`config.mk`:
```
export PLATFORM = sky130hd
export DESIGN_NAME = alu_arbiter
export DESIGN_NICKNAME = d
export VERILOG_FILES = /design/src/rtl/alu_arbiter.sv
export SDC_FILE = /design/constraint.sdc
export NUM_CORES = 1
export LEC_CHECK = 0
export BUFFER_PORTS_ARGS = -buffer_cell sky130_fd_sc_hd__clkbuf_2
export CAP_MARGIN = 20
export CELL_PAD_IN_SITES_DETAIL_PLACEMENT = 1
export CELL_PAD_IN_SITES_GLOBAL_PLACEMENT = 1
export CORE_ASPECT_RATIO = 2
export CORE_MARGIN = 2
export CORE_UTILIZATION = 23
export DETAILED_ROUTE_END_ITERATION = 8
export GPL_TIMING_DRIVEN = 1
export PLACE_DENSITY = 0.86
export SLEW_MARGIN = 20
export SYNTH_ARGS = -nofsm -noshare
export SYNTH_HDL_FRONTEND = slang
export SYNTH_SLANG_ARGS = --single-unit
```
`constraint.sdc`:
```
create_clock -name clk -period 1.3 [get_ports clk]
set_input_delay 0.13 -clock clk [delete_from_list [all_inputs] [get_ports clk]]
set_output_delay 0.13 -clock clk [all_outputs]
set_load 0.01 [all_outputs]
```
`src/rtl/alu_arbiter.sv`:
```
// ---------------------------------------------------------------------------
// alu_arbiter
//   Shares one combinational ALU between two requesters (port 0 = execute
//   stage, port 1 = secondary requester). At most one request is granted per
//   cycle. The granted operands drive the ALU, and the ALU result is captured
//   into that port's response slot. The block also maintains the
//   architectural Z flag.
//
//   Parameters
//     FIXED_PRIO   0 = round-robin on conflict, 1 = port 0 always wins
//
//   Ports
//     clk, rst                         clock, synchronous active-high reset
//     reqN_valid/ready                 request handshake (ready = grant, comb.)
//     reqN_a, reqN_b, reqN_cmd         operands and ALU command
//     reqN_setz                        accepted op updates zflag
//     rspN_valid/ready, rspN_result    registered per-port result slot
//     alu_a, alu_b, alu_cmd            drive to shared ALU (zero when idle)
//     alu_result                       from shared ALU
//     zflag                            registered Z flag
// ---------------------------------------------------------------------------

// One response slot. A new grant wins over a drain in the same cycle, so a
// consumer holding ready keeps the slot streaming one result per cycle.
module alu_arbiter_slot (
   input  logic        clk,
   input  logic        rst,
   input  logic        grant,
   input  logic        rsp_ready,
   input  logic [15:0] alu_result,
   output logic        rsp_valid,
   output logic [15:0] rsp_result
);
   always_ff @(posedge clk) begin
      if (rst) begin
         rsp_valid  <= 1'b0;
         rsp_result <= '0;
      end else if (grant) begin
         rsp_valid  <= 1'b1;
         rsp_result <= alu_result;
      end else if (rsp_ready) begin
         rsp_valid  <= 1'b0;
      end
   end
endmodule

module alu_arbiter #(
   parameter int FIXED_PRIO = 0
) (
   input  logic        clk,
   input  logic        rst,
   input  logic        req0_valid,
   output logic        req0_ready,
   input  logic [15:0] req0_a,
   input  logic [15:0] req0_b,
   input  logic [7:0]  req0_cmd,
   input  logic        req0_setz,
   input  logic        req1_valid,
   output logic        req1_ready,
   input  logic [15:0] req1_a,
   input  logic [15:0] req1_b,
   input  logic [7:0]  req1_cmd,
   input  logic        req1_setz,
   output logic        rsp0_valid,
   input  logic        rsp0_ready,
   output logic [15:0] rsp0_result,
   output logic        rsp1_valid,
   input  logic        rsp1_ready,
   output logic [15:0] rsp1_result,
   output logic [15:0] alu_a,
   output logic [15:0] alu_b,
   output logic [7:0]  alu_cmd,
   input  logic [15:0] alu_result,
   output logic        zflag
);
   typedef struct packed {
      logic [15:0] a;
      logic [15:0] b;
      logic [7:0]  cmd;
      logic        setz;
   } alu_req_t;

   alu_req_t [1:0]        req;
   alu_req_t              sel;
   logic [1:0]            req_valid;
   logic [1:0]            rsp_ready;
   logic [1:0]            rsp_valid;
   logic [1:0][15:0]      rsp_result;
   logic [1:0]            eligible;
   logic [1:0]            grant;
   logic                  last;     // port granted most recently

   assign req[0]    = '{a: req0_a, b: req0_b, cmd: req0_cmd, setz: req0_setz};
   assign req[1]    = '{a: req1_a, b: req1_b, cmd: req1_cmd, setz: req1_setz};
   assign req_valid = {req1_valid, req0_valid};
   assign rsp_ready = {rsp1_ready, rsp0_ready};

   // A slot that is being drained this cycle can accept a new result.
   assign eligible = req_valid & (~rsp_valid | rsp_ready);

   // On conflict the round-robin winner is the port not granted last;
   // last=0 out of reset therefore lets port 1 win the first conflict.
   always_comb begin
      grant = 2'b00;
      if (!rst) begin
         if (eligible == 2'b11)
            grant = (FIXED_PRIO != 0 || last) ? 2'b01 : 2'b10;
         else
            grant = eligible;
      end
   end

   assign req0_ready = grant[0];
   assign req1_ready = grant[1];

   // Idle ALU inputs are held at zero to avoid toggling the datapath.
   always_comb begin
      sel = '0;
      if (grant[0])
         sel = req[0];
      else if (grant[1])
         sel = req[1];
   end

   assign alu_a   = sel.a;
   assign alu_b   = sel.b;
   assign alu_cmd = sel.cmd;

   always_ff @(posedge clk) begin
      if (rst) begin
         last  <= 1'b0;
         zflag <= 1'b0;
      end else if (|grant) begin
         last <= grant[1];
         if (sel.setz)
            zflag <= (alu_result == 16'h0000);
      end
   end

   for (genvar i = 0; i < 2; i++) begin : g_slot
      alu_arbiter_slot u_slot (
         .clk        (clk),
         .rst        (rst),
         .grant      (grant[i]),
         .rsp_ready  (rsp_ready[i]),
         .alu_result (alu_result),
         .rsp_valid  (rsp_valid[i]),
         .rsp_result (rsp_result[i])
      );
   end

   assign rsp0_valid  = rsp_valid[0];
   assign rsp1_valid  = rsp_valid[1];
   assign rsp0_result = rsp_result[0];
   assign rsp1_result = rsp_result[1];
endmodule

```
# Yosys cells after proc, flatten, opt, wreduce, memory -nomap -nowiden
# Index checks and enable logic that the tools add are counted.
dict set report totals {
  output_inout_bits 77
  input_bits 104
  regBits 36
  word_cells 24
}
dict set report classes {
  eq_ne 1
  reduce_logical 5
  bitwise 3
  muxes 9
}
# op count
set op_table {}
lappend op_table {{two-way mux 41 bit} 2}
lappend op_table {{zero test 16 bit} 1}
lappend op_table {{two-way mux 2 bit} 3}
lappend op_table {{two-way mux 1 bit} 4}
lappend op_table {{nonzero test 2 bit} 2}
lappend op_table {{bitwise AND 2 bit} 1}
lappend op_table {{== test 2 bit (second input constant)} 1}
lappend op_table {{NOT 2 bit} 1}
lappend op_table {{OR 2 bit} 1}
lappend op_table {{AND reduction 2 bit} 1}
lappend op_table {{OR reduction 2 bit} 1}

# Longest topological paths before layout
dict set report depth {
  word_depth 9
  depth_mapped 6
  depth_no_buf 4
}

# By module
# Synthesis repeated with hierarchy kept, for this count alone.
dict set report unflattened {
  cells_unflattened 184
  area_unflattened_um2 1844.3
}
# mod n_inst cells_each area_per_inst_um2 seq_area_each_um2
set modules_own_cells {}
lappend modules_own_cells {alu_arbiter_slot 2 56 616.8 340.3}
lappend modules_own_cells {alu_arbiter 1 72 610.6 40.0}

# Worst setup path after synthesis
# OpenSTA, ideal clock, no wires.
dict set report synth_timing {
  kind {reg-to-output}
  start {register g_slot[1].u_slot.rsp_valid}
  end {output alu_a[0]}
  stages_incl_launch_ff 7
  n_path_buf 2
  t_required_ps 1170
  slack_ps -194
  arrival_time_ps 1364
  path_cell_list {dfxtp_1 -> nor2b_4 -> nor3_4 -> nor3_4 -> buf_4 -> buf_4 -> a22o_1}
}
dict set report synth_via {
  elab_chain_len 8
}
# element line_no
set synth_lines {}
lappend synth_lines {{start: declaration} 31} ;# output logic rsp_valid,
lappend synth_lines {{start signal: assignment} 36} ;# rsp_valid <= 1'b0;
lappend synth_lines {{start signal: assignment} 39} ;# rsp_valid <= 1'b1;
lappend synth_lines {{start signal: assignment} 42} ;# rsp_valid <= 1'b0;
lappend synth_lines {{NOT 2 bit (*)} 99} ;# assign eligible = req_valid & (~rsp_valid | rsp_ready);
lappend synth_lines {{OR 2 bit (*)} 99}
lappend synth_lines {{bitwise AND 2 bit (*)} 99}
lappend synth_lines {{== test 2 bit} 106} ;# if (eligible == 2'b11)
lappend synth_lines {{two-way mux 2 bit (*)} 106}
lappend synth_lines {{two-way mux 2 bit (*)} 105} ;# if (!rst) begin
lappend synth_lines {{two-way mux 41 bit} 121} ;# else if (grant[1])
lappend synth_lines {{two-way mux 41 bit (*)} 119} ;# if (grant[0])
lappend synth_lines {{end: declaration} 70} ;# output logic [15:0] alu_a,
# Every way passes the cells marked *; elsewhere a longest branch is shown, timed or not.

# Worst setup path after layout
dict set report layout_timing {
  start {register g_slot[0].u_slot.rsp_valid}
  end {output alu_b[10]}
}
dict set report layout_via {
  elab_chain_len 8
}
# element line_no
set layout_lines {}
lappend layout_lines {{start: declaration} 31}
lappend layout_lines {{start signal: assignment} 36}
lappend layout_lines {{start signal: assignment} 39}
lappend layout_lines {{start signal: assignment} 42}
lappend layout_lines {{NOT 2 bit (*)} 99}
lappend layout_lines {{OR 2 bit (*)} 99}
lappend layout_lines {{bitwise AND 2 bit (*)} 99}
lappend layout_lines {{== test 2 bit} 106}
lappend layout_lines {{two-way mux 2 bit (*)} 106}
lappend layout_lines {{two-way mux 2 bit (*)} 105}
lappend layout_lines {{two-way mux 41 bit} 121}
lappend layout_lines {{two-way mux 41 bit (*)} 119}
lappend layout_lines {{end: declaration} 71} ;# output logic [15:0] alu_b,
# Marks and branches as above.

==> summary.txt <==
Cells and area
  – Core Util, Final: 43.13%
  – P&R area growth vs syn: 82.16%
  – Final #Nets: ~500
  – Share of cells above drive strength 1: 67.87%
  – Filler cell count: 991
  – Ant diodes: 0

STA
  – RSZ-0062 raised after global routing: yes
  – Rel. slew slack: 76.34%
  – Clk_skew: 3.203 ps
  – Final setup violation count: 75
  – Fin crit period: between 1500 and 2000 ps
  – Setup ws final: -523.5 ps
  – Final hold viol count: 0
  – F_max: 548.4 MHz
  – Worst Tran Pin Value: 351.9 ps
  – Final Cycle Share: 140.3%
  – Final Max Slew Viols: 0

Power
  – Combinational share of power: 29.8%
  – Sw frac: 27.12%
  – Peak VDD IR: 1.014 mV
  – Clock power frac: 34.8%
  – Leakage: 1.888 nW
  – Pwr/cell area: 987.0 nW/um^2
  – Total internal power: about 2.6 mW
  – Sequential share of power: 35.4%
  – Switching power: 0.9504 mW

Setup path
  – CP max FO: 18
  – Crit path arrival time: 1690 ps
  – Crit. End Element: primary output
  – Crit start category: flip-flop
  – Critical Setup Path Class: reg -> out
  – WP data required: 1170 ps

Clock tree
  – CTS buffer count: 5
  – Root Buffer: clkbuf_16
  – Hold_buf cts: 0
  – CTS Sinks: 36
  – Clock Tree Buf Depth: 2
  – Worst-path clk slew: 60 ps
  – Worst-Skew Late Latency: between 200 and 300 ps
  – CTS tree: yes
  – H-tree lvl count: 2

Drt
  – Final ANT Viol Nets: 0
  – Post-DR wirelength/cell: about 16 um
  – DR iter-0 viols: 34
  – TritonRoute pass-1 iters: 4
  – DR vias/cell: 4.637
  – Vias: 2258
  – Detailed Route WL: 7953 um
  – DRC violations left: 0

Global routing
  – Largest net degree at the start of global routing: 26
  – Gr ovfl total: 0
  – Tot GR Track Use: approximately 17%
  – Initial antenna violation count: 0
  – Vias in the first global route: 2404
  – First-pass GRT wire length: roughly 12000 um

Synth
  – Synthesis Warnings: 0
  – Post-synthesis sequential area ratio: 36.97%
  – Netlist Area Pre-Place: 1949 sq um
  – Distinct cell type count after synthesis: 27
  – Syn_nets: 284
  – Yosys reg bits: 36
  – Synth Area per Inst: approximately 11 sq um
  – Syn Inst Count: 180

Min path
  – Hold Crit Class: in -> reg

Run status
  – Failing checks: setup timing
  – Outcome: finished with violations

Floorplanning
  – Chip Width: 69.10 um
  – Row Count: 47
  – Area of the die: between 9000 and 10000 sq um
  – Die height: 134.2 um
  – I/O pins: 181
  – Area of the core: 8233 sq um
  – Initial Util: a little under a quarter

Placement
  – Port Buf Inserts: 180
  – Setup WS pre-CTS: -340.3 ps
  – Detailed Place HPWL: 5936 um
  – GPL Wtd Cong: 0.7964

Job
  – Max Cap Viol: 0
## stage by stage
stage	std cells	instance area [sq um]	TNS (ps)	hold WS (ps)	power, mW
3_3_place_gp	464	3124	-14780	377.9	2.162
4_1_cts	480	3445	-29820	87.36	3.519
5_1_grt	487	3551	-38420	99.66	3.686
6_report	487	3551	-32050	92.39	3.505
2_1_floorplan	180	2033	-8819	257.8	1.740
3_5_place_dp	464	3124	-18200	377.0	2.193
## power groups by stage
stage	logic, mW	registers (mW)	clock network (mW)
after global placement	0.904	1.26	0
after detailed placement	0.932	1.26	0
after floorplan	0.441	1.30	0
after global routing	1.12	1.25	1.31
final	1.04	1.24	1.22
after CTS	1.02	1.24	1.26
## critical path, cell delays in order (launching register included)
cell and delay (ps):
dfxtp_4 350, nand2b_4 70, nand2_1 100, nor3_4 310
buf_6 150, buf_12 140, a22o_1 160, clkbuf_2 130
## final cells by class
cell class	count	area, sq um	area share (%)
clock buffers	7	142.6	4.017
clock inverters	1	6.256	0.1762
inverters	1	3.754	0.1057
multi-input cells	127	1192	33.58
flip-flops and latches	36	725.7	20.44
well taps	98	122.6	3.453
repair buffers	217	1358	38.23
## Yosys cell counts
master / number / share of area [%]
buf_2: 6 / 1.5
nand4_1: 1 / 0.32
or4_1: 1 / 0.39
buf_4: 6 / 2.3
a21oi_1: 1 / 0.26
clkbuf_1: 1 / 0.19
nor4_2: 1 / 0.64
nand2b_4: 1 / 0.71
mux2_2: 29 / 17
inv_1: 1 / 0.19
mux2i_1: 1 / 0.51
buf_6: 3 / 1.7
a22o_1: 40 / 18
nand2b_1: 2 / 0.64
nor4_4: 1 / 1.1
nand2_1: 1 / 0.19
nor2b_1: 32 / 10
nand3_1: 2 / 0.51
mux2_1: 3 / 1.7
and3_4: 1 / 0.58
nor4_1: 2 / 0.64
nor2b_4: 1 / 0.71
dfxtp_1: 36 / 37
o22ai_1: 1 / 0.32
o21bai_1: 2 / 0.77
nor2_1: 2 / 0.39
nor3_4: 2 / 1.7
## placed cells by master (no fill, tap or decap), drive strengths merged
| cell type | count |
|---|---|
| o22ai | 1 |
| a21oi | 1 |
| mux2 | 32 |
| nand4 | 1 |
| nand2 | 1 |
| nand3 | 2 |
| nor4 | 4 |
| buf | 63 |
| or4 | 1 |
| inv | 2 |
| dfxtp | 36 |
| nor2b | 33 |
| a22o | 40 |
| bufbuf | 1 |
| nor2 | 2 |
| o21bai | 2 |
| clkbuf | 160 |
| and3 | 1 |
| nor3 | 2 |
| nand2b | 3 |
| mux2i | 1 |
## cell families after synthesis
group,count (synthesis),share of synthesized area [%]
AOI/OAI and AO/OA,44,19.32
muxes,33,19.00
buffers and inverters,17,5.969
and+or+nand+nor,50,18.74
DFF,36,36.97
## per-layer routing
layer,global-route usage [%],vias up,part of all wire (%)
met3,4.207,13,7.0
met4,7.298,0,2.7
met2,33.07,133,59
met1,15.13,1032,32
li1,-,1080,-
met5,0,-,0
## final timing paths
check | start | cells after the start | end | slack, ps
setup / recovery | g_slot[0].u_slot.rsp_valid | 7 | alu_b[10] | -520
hold / removal | alu_result[0] | 2 | g_slot[0].u_slot.rsp_result[0] | 90
setup reg to reg | g_slot[0].u_slot.rsp_valid | 8 | g_slot[1].u_slot.rsp_result[0] | -400
hold reg to reg | zflag | 2 | zflag | 480
## what timing repair did
action | in CTS | in global routing
gates cloned | 3 | 2
resized for setup | 12 | 33
endpoints found under the setup margin | 77 | 77
setup buffers | 5 | 5
pin swaps | 1 | 1
## flip-flops by register name, indices dropped and copies added, names as in the netlist
| register | count |
|---|---|
| g_slot.u_slot.rsp_result | 32 |
| last | 1 |
| zflag | 1 |
| g_slot.u_slot.rsp_valid | 2 |
No activity file was read; power rests on OpenSTA's default activity.
